[config.mk]
export PLATFORM = sky130hd
export DESIGN_NAME = answer_gen
export DESIGN_NICKNAME = d
export VERILOG_FILES = /design/src/rtl/answer_gen.sv
export SDC_FILE = /design/constraint.sdc
export NUM_CORES = 1
export LEC_CHECK = 0
export ABC_AREA = 1
export BUFFER_PORTS_ARGS = -buffer_cell sky130_fd_sc_hd__buf_2
export CAP_MARGIN = 20
export CORE_ASPECT_RATIO = 0.8
export CORE_MARGIN = 5
export CORE_UTILIZATION = 55
export CTS_CLUSTER_SIZE = 14
export DETAILED_ROUTE_END_ITERATION = 10
export PLACE_DENSITY = 0.76
export REMOVE_ABC_BUFFERS = 1
export SLEW_MARGIN = 20
export SYNTH_ARGS = -nofsm -noshare
export SYNTH_HDL_FRONTEND = slang
export SYNTH_SLANG_ARGS = --single-unit
[constraint.sdc]
create_clock -name clk -period 2 [get_ports clk]
set_clock_uncertainty 0.15 [all_clocks]
set_input_delay 0.4 -clock clk [delete_from_list [all_inputs] [get_ports clk]]
set_output_delay 0.4 -clock clk [all_outputs]
set_load 0.005 [all_outputs]
[src/rtl/answer_gen.sv]
// Secret-number generator for the guessing game: draws 1..3 BCD digits from a
// free-running 16-bit Galois LFSR, one attempt per cycle with a bounded fallback.
module answer_gen #(
    parameter logic [15:0] SEED = 16'hACE1
) (
    input  logic       clk,
    input  logic       rst,
    input  logic       new_round,
    input  logic [1:0] max_digits,
    output logic [3:0] answer0,
    output logic [3:0] answer1,
    output logic [3:0] answer2,
    output logic       answer_valid,
    output logic       busy
);

    localparam logic [15:0] TAPS     = 16'hB400;
    localparam logic [15:0] SEED_EFF = (SEED == 16'h0000) ? 16'h0001 : SEED;

    localparam logic [2:0] S_IDLE = 3'd0;
    localparam logic [2:0] S_GEN0 = 3'd1;
    localparam logic [2:0] S_GEN1 = 3'd2;
    localparam logic [2:0] S_GEN2 = 3'd3;
    localparam logic [2:0] S_DONE = 3'd4;

    logic [2:0]  state, state_n;
    logic [15:0] lfsr, lfsr_n;
    logic [1:0]  md_q, md_n;
    logic [1:0]  rej_q, rej_n;
    logic [3:0]  a0_n, a1_n, a2_n;
    logic        valid_n, busy_n;

    logic [1:0]  k;
    logic        lead;
    logic        need_nz;
    logic [3:0]  cand;
    logic [3:0]  fb;
    logic [3:0]  digit;
    logic        legal;
    logic        accept;

    // Galois step; the all-zero state is unreachable from a nonzero seed
    assign lfsr_n = {1'b0, lfsr[15:1]} ^ (lfsr[0] ? TAPS : 16'h0000);

    always_comb begin
        state_n = state;
        md_n    = md_q;
        rej_n   = rej_q;
        a0_n    = answer0;
        a1_n    = answer1;
        a2_n    = answer2;
        valid_n = answer_valid;
        busy_n  = busy;

        k       = 2'(state - S_GEN0);
        lead    = (k == (md_q - 2'd1));
        need_nz = lead && (md_q > 2'd1);
        cand    = lfsr[3:0];
        fb      = {1'b0, lfsr[2:0]};
        if (need_nz && (fb == 4'd0)) begin
            fb = 4'd1;
        end
        legal   = (cand <= 4'd9) && !(need_nz && (cand == 4'd0));
        accept  = legal || (rej_q == 2'd3);
        digit   = (rej_q == 2'd3) ? fb : cand;

        case (state)
            S_IDLE, S_DONE: begin
                if (new_round) begin
                    md_n    = (max_digits == 2'd0) ? 2'd1 : max_digits;
                    a0_n    = 4'd0;
                    a1_n    = 4'd0;
                    a2_n    = 4'd0;
                    valid_n = 1'b0;
                    busy_n  = 1'b1;
                    rej_n   = 2'd0;
                    state_n = S_GEN0;
                end
            end
            S_GEN0, S_GEN1, S_GEN2: begin
                if (accept) begin
                    case (k)
                        2'd0:    a0_n = digit;
                        2'd1:    a1_n = digit;
                        default: a2_n = digit;
                    endcase
                    rej_n = 2'd0;
                    if (lead) begin
                        state_n = S_DONE;
                        valid_n = 1'b1;
                        busy_n  = 1'b0;
                    end else begin
                        state_n = state + 3'd1;
                    end
                end else begin
                    rej_n = rej_q + 2'd1;
                end
            end
            default: begin
                state_n = S_IDLE;
                valid_n = 1'b0;
                busy_n  = 1'b0;
            end
        endcase
    end

    always_ff @(posedge clk) begin
        if (rst) begin
            state        <= S_IDLE;
            lfsr         <= SEED_EFF;
            md_q         <= 2'd1;
            rej_q        <= 2'd0;
            answer0      <= 4'd0;
            answer1      <= 4'd0;
            answer2      <= 4'd0;
            answer_valid <= 1'b0;
            busy         <= 1'b0;
        end else begin
            state        <= state_n;
            lfsr         <= lfsr_n;
            md_q         <= md_n;
            rej_q        <= rej_n;
            answer0      <= a0_n;
            answer1      <= a1_n;
            answer2      <= a2_n;
            answer_valid <= valid_n;
            busy         <= busy_n;
        end
    end

endmodule

# --- Word-level counts from Yosys, hierarchy flattened ---
# Index checks and enable logic that the tools add are counted.
classes:
  eq_ne: 13
  n_reduce_logical: 22
  n_lt_le_gt_ge: 2
  n_addsub: 4
  n_bitwise: 1
  mux: 29
ops:
  columns: ["operator", "n"]
  rows:
  - ["4-bit 2-to-1 mux", 8]
  - ["4-bit case mux with 2 select lines", 3]
  - ["16-bit 2-to-1 mux", 1]
  - ["15-bit by 16-bit XOR with 16-bit output", 1]
  - ["3-bit 2-to-1 mux", 4]
  - ["4-bit AND reduction", 3]
  - ["2-bit != test (second input constant)", 4]
  - ["3-bit by 2-bit == test with 1-bit output (second input constant)", 2]
  - ["3-bit zero test", 2]
  - ["1-bit 2-to-1 mux", 6]
  - ["2-bit 2-to-1 mux", 3]
  - ["3-bit case mux with 2 select lines", 1]
  - ["2-bit AND reduction", 3]
  - ["4-bit less-or-equal comparator (second input constant)", 1]
  - ["1-bit logical AND", 4]
  - ["2-bit zero test", 2]
  - ["4-bit zero test", 1]
  - ["2-bit by 1-bit != test with 1-bit output (second input constant)", 2]
  - ["1-bit case mux with 2 select lines", 2]
  - ["2-bit case mux with 2 select lines", 1]
  - ["2-bit OR reduction", 2]
  - ["2-bit by 1-bit subtractor with 2-bit output (second input constant)", 2]
  - ["3-bit by 1-bit adder with 3-bit output (second input constant)", 1]
  - ["3-bit by 1-bit == test with 1-bit output (second input constant)", 1]
  - ["other kinds (11)", 11]
totals:
  register_bits: 37
  input_bits: 5
  out_inout_bits: 14

# --- Longest topological paths before layout ---
depth:
  depth_word: 9
  ltp_mapped: 12

# --- Worst setup path after synthesis ---
# OpenSTA, ideal clock, no wires.
synth_timing:
  path_type: "register -> register"
  startpoint: "register state[0]"
  endpoint: "register rej_q[1]"
  path_stages_with_launch: 13
  t_required_ns: 1.783
  setup_time_ns: 0.067
  path_buffers: 1
  slack_ns: 0.228
  synth_period_minus_slack_ns: 1.772
  t_arrival_ns: 1.555
  cell_sequence: "dfxtp_1 > inv_1 > ha_1 > inv_1 > nand2_1 > nand2_1 > nand4_1 > nand2_1 > nand2_4 > buf_6 > nor2_4 > nand2_1 > a21oi_2"
synth_between:
  elab_chain_len: 9
synth_rtl:
  columns: ["item", "line", "source"]
  rows:
  - ["start: declaration", "26", "logic [2:0] state, state_n;"]
  - ["start signal: assignment", "119", "state <= state_n;"]
  - ["2-bit by 1-bit subtractor with 2-bit output", "55", "k = 2'(state - S_GEN0);"]
  - ["2-bit == test", "56", "lead = (k == (md_q - 2'd1));"]
  - ["1-bit logical AND", "57", "need_nz = lead && (md_q > 2'd1);"]
  - ["1-bit logical AND", "63", "legal = (cand <= 4'd9) && !(need_nz && (cand == 4'd0));"]
  - ["1-bit zero test", "63", null]
  - ["1-bit logical AND", "63", null]
  - ["1-bit logical OR", "64", "accept = legal || (rej_q == 2'd3);"]
  - ["2-bit 2-to-1 mux", "81", "if (accept) begin"]
  - ["2-bit case mux with 2 select lines", "67", "case (state)"]
  - ["end signal: assignment", "122", "rej_q <= rej_n;"]
  - ["end: declaration", "29", "logic [1:0] rej_q, rej_n;"]
# Several ways; a longest one is shown, not always the timed one.
# A chain may end at the register's enable or synchronous reset.

# --- Worst setup path in the final report ---
layout_timing:
  startpoint: "register state[0]"
  endpoint: "register rej_q[0]"
# The elaborated chain is that of the path after synthesis.

==> results.md <==
- The flow ran to the end, and the final reports show no timing, DRC or antenna violations.
- The peak ir drop on the vdd network is 0.7994 mV.
- Using the TritonRoute via totals, the vias-per-cell ratio works out to 4.627.
- The worst register-to-register path ends at rej_q[0].
- After synthesis, the most frequently instantiated cells are sky130_fd_sc_hd__nand2_1, sky130_fd_sc_hd__dfxtp_1, sky130_fd_sc_hd__inv_1, sky130_fd_sc_hd__nor2_1, sky130_fd_sc_hd__a21oi_1.
- The cell count of the worst reg-to-reg path is 8.
- The max-slew violation count came to 0.
- The initial core utilization is 56.30%.
- The cell sitting at the root of the clock tree is a sky130_fd_sc_hd__clkbuf_8.
- The number of distinct library cells after synthesis is 28.
- Counting every instance in the synthesized netlist gives 228.
- The beginning of the critical path is state[0].
- The aggregate routed wire length is 3.047 mm.
- On the critical path the largest part of the delay comes from simple AND/OR/NAND/NOR gates.
- The total power after layout is 2.915 mW.
- The most used routing layer in global routing is met2.
- The cell accounting for the most synthesized area is sky130_fd_sc_hd__dfxtp_1.
- In this run the most critical hold path is launched from max_digits[0].
- For this run, the leading register cell type out of synthesis is sky130_fd_sc_hd__dfxtp_1.
- The met3 demand-to-capacity share in global routing is 6.723%.
- Along the worst path, the maximum fanout reaches 6.
- Compared with the post-synthesis result, the final layout area differs by 15.86%.
- The met2 usage in global routing is 23.74%.
- The clock network latency to the later pin of the worst-skew pair is 0.30 ns.
- The area of combinational cells with multiple inputs is 814.5 µm².
- The number of antenna diodes in the final layout is 0.
- The net total in the final layout is 266.
- The number of setup violations in the final report is 0.
- In this run the critical register-to-register path is launched from state[0].
- The storage element area is 742.0 µm².
- For this run, the detailed router's first-pass iteration total came to 4.
- The TritonCTS buffer count is 5.
- Dividing the detail-routed wire length by the instance count gives 10.33 µm.
- The synthesized netlist occupies a cell area of 1712 µm².
- Per report_power, the combinational group accounts for 49.9% of the total.
- By instance count, the leading cell after synthesis is sky130_fd_sc_hd__nand2_1.
- Clock tree synthesis found a total of 37 sinks.
- The area enclosed by the die boundary is 4335 µm².
- The number of global-route vias before repair is 1,213.
- In this run the worst hold path is classified as in2reg.
- The kind of capture point of the worst setup path is a flip-flop.
- Cell internal power was estimated by the tool at 1.697 mW.
- The number of cells on the worst hold path is 3.
- The pin count of the biggest net entering global routing is 22.
- The number of buffer cells added on primary ports is 18.
- The number of flops mapped to enable cells by yosys is 0.
- The post-DP HPWL is 2.184 mm.
- The number of buffer and inverter stages on the critical path is 2.
- During synthesis, Yosys emitted a total of 0 warnings.
- Max-cap violations in this run came to 0.
- The number of placement rows is 18.
- Derived from the worst setup path, the maximum achievable clock frequency is 539.1 MHz.
- The count of nets left with antenna violations once routing finished came out at 0.
- The power density over the cells is 1470 nW/µm².
- The H-tree was split into 2 levels.
- The worst setup slack for register-to-register paths is 0.15 ns.
- The critical path startpoint category is a flip-flop.
- Cells with a size suffix above 1 make up 24.31% of the layout.
- The final total negative setup slack is 0 ns.
- The highest-delay cell along the critical path is sky130_fd_sc_hd__dfxtp_2.
- The total DRC errors in the routed layout is 0.
- The number of DRC markers after the initial detailed-route iteration is 50.
- The ratio of final minimum period to clock period is 92.75%.
- The sequential fraction of the synthesis area is 43.27%.
- The number of hold buffers added after CTS was 0.
- The final-report hold violation count is 0.
- The flip-flop and latch count after synthesis is 37.
- Global routing used 15.57% of the available tracks.
- The share of synthesized flip-flops with an asynchronous set or reset is 0%.
- STA puts the critical path data required time at 2.05 ns.
- The clock input transition at the sequential cells of the worst setup and hold paths is 0.07 ns.
- For hold timing, the worst endpoint is md_q[0].
- The die is 72.37 µm wide.
- In this run the standard cell core region covers 3040 µm².
- Of the total power, the share spent switching nets is 41.77%.
- The global-route wire length before repair is 5.119 mm.
- In this run the static leakage power is 1.005 nW.
- The total via count after detailed routing is 1,365.
- The library cell appearing most often on the critical path is sky130_fd_sc_hd__ha_1.
- Setup repair after global routing left no endpoint under its margin.
- The count of pins on the block boundary is 19.
- Headroom to the max-slew limit came out at 76.27%.
- The clock tree buffer depth is 2.
- The initial antenna violation count is 0.
- The critical path goes through ha_1, ha_1, inv_1, nand4_1, nand2_2, buf_4, nor2_4, o21ba_2.
- The power share of the sequential group is 32.1%.
- The synthesized area divided by synthesized cell count is 7.507 µm².
- Summed over all layers, the global routing overflow is 0.
- The floorplan step set the die height to 59.90 µm.
- After synthesis, the cell types taking the most area are sky130_fd_sc_hd__dfxtp_1, sky130_fd_sc_hd__nand2_1, sky130_fd_sc_hd__inv_1.
- Final hold analysis gives a worst-case slack of 0.1951 ns.
- After filler insertion, the fill cell instance count of the layout stands at 269.
- The worst path needs 1.855 ns of the cycle, external delays included.
- In this run, the clock network consumes 18.0% of the power.
- At the pin with the least slew margin, the transition time is 0.3559 ns.
- The critical path is of the reg2reg type.
- The CTS tree is done.
- For this run, the slowest stage of the critical path takes 0.35 ns.
- At the end of routability-driven placement, the weighted congestion stood at 0.9054.
- The power dissipated by switching net loads is 1.217 mW.
- Global routing used 20.02% of the available met1 tracks.
- At the worst endpoint, the arrival time is 1.90 ns.
- The share of Yosys cell area claimed by the top area cell type is 43.27%.
power by group through the flow:
| stage | Sequential (mW) | Combinational (mW) | Clock [mW] |
|---|---|---|---|
| detailed placement | 0.951 | 1.32 | 0 |
| floorplan | 0.953 | 1.03 | 0 |
| CTS | 0.934 | 1.33 | 0.543 |
| global placement | 0.945 | 1.31 | 0 |
| finish | 0.935 | 1.45 | 0.526 |
| global route | 0.954 | 1.65 | 0.581 |
routing by layer:
metal | vias to the layer above | share of wire, %
met5 | - | 0
met4 | 0 | 0.98
met3 | 4 | 7.2
met2 | 29 | 42
met1 | 587 | 50
li1 | 745 | -
final cells by class:
type | count | share of cell area [%]
tap | 40 | 2.524
multi-input combinational | 147 | 41.07
clock inverter | 3 | 1.073
sequential | 37 | 37.41
inverter | 39 | 7.634
timing repair buffer | 24 | 6.814
clock buffer | 5 | 3.470
repair_timing:
item | in CTS | in global routing
pin swaps | 0 | 3
gates resized for setup | 1 | 5
endpoints found under the setup margin | 3 | 19
gates cloned | 0 | 0
setup buffers | 0 | 3
metrics by stage:
step	std cells	worst slack, ns	util (%)	area [µm²]
2_1_floorplan	223	0.1111	-	1683
3_3_place_gp	284	0.08301	60.70	1846
3_5_place_dp	284	-0.004879	60.70	1846
4_1_cts	292	0.04041	63.79	1939
5_1_grt	295	0.004363	65.23	1983
6_report	295	0.1450	65.23	1983
placed cells by master (no fill, tap or decap), types with 2 or more instances in the layout:
cell and instances:
sky130_fd_sc_hd__nand3_1 12, sky130_fd_sc_hd__or2_2 4, sky130_fd_sc_hd__inv_2 3, sky130_fd_sc_hd__nand2_2 7
sky130_fd_sc_hd__nand4_1 3, sky130_fd_sc_hd__clkbuf_8 5, sky130_fd_sc_hd__inv_6 2, sky130_fd_sc_hd__nand4_4 2
sky130_fd_sc_hd__a21oi_1 12, sky130_fd_sc_hd__nor2_2 2, sky130_fd_sc_hd__a21oi_2 2, sky130_fd_sc_hd__ha_1 5
sky130_fd_sc_hd__nor2_4 3, sky130_fd_sc_hd__nor2_1 31, sky130_fd_sc_hd__buf_2 18, sky130_fd_sc_hd__inv_1 35
sky130_fd_sc_hd__buf_4 6, sky130_fd_sc_hd__dfxtp_1 36, sky130_fd_sc_hd__o21ai_0 4, sky130_fd_sc_hd__nand2_1 50
worst max-delay path by stage:
stage                  to  slack, ns  depth (start not counted)
2_1_floorplan  answer1[0]       0.11                         10
3_3_place_gp   answer2[0]       0.08                         10
3_5_place_dp   answer1[0]     -0.005                         10
4_1_cts        answer2[3]       0.04                         12
5_1_grt        answer0[0]      0.004                         11
6_report         rej_q[0]       0.15                          8
worst reg2reg max path, delay by kind of cell, from the launching register on:
family | cells | cell delay (ns)
buffers and inverters | 2 | 0.24
adders and majority gates | 2 | 0.38
DFF | 1 | 0.35
and+or+nand+nor | 3 | 0.45
AOI/OAI and AO/OA | 1 | 0.19
sequential cells by signal, summed over array words and instances, names as in the netlist:
| signal | cells |
|---|---|
| rej_q | 2 |
| lfsr | 16 |
| busy | 1 |
| answer2 | 4 |
| state | 3 |
| answer0 | 4 |
| answer1 | 4 |
| md_q | 2 |
| answer_valid | 1 |
logic make-up (layout without fill, tap and decap cells):
group | count (synthesis) | count (layout) | synth area share [%]
XOR/XNOR | 1 | 1 | 0.5118
flip-flops | 37 | 37 | 43.27
adder cells (fa/ha/maj) | 7 | 7 | 5.117
AND/OR/NAND/NOR | 119 | 119 | 34.21
AO/OA/AOI/OAI | 20 | 20 | 6.506
buffers and inverters | 44 | 71 | 10.38
Power figures use the tool's default switching activity.
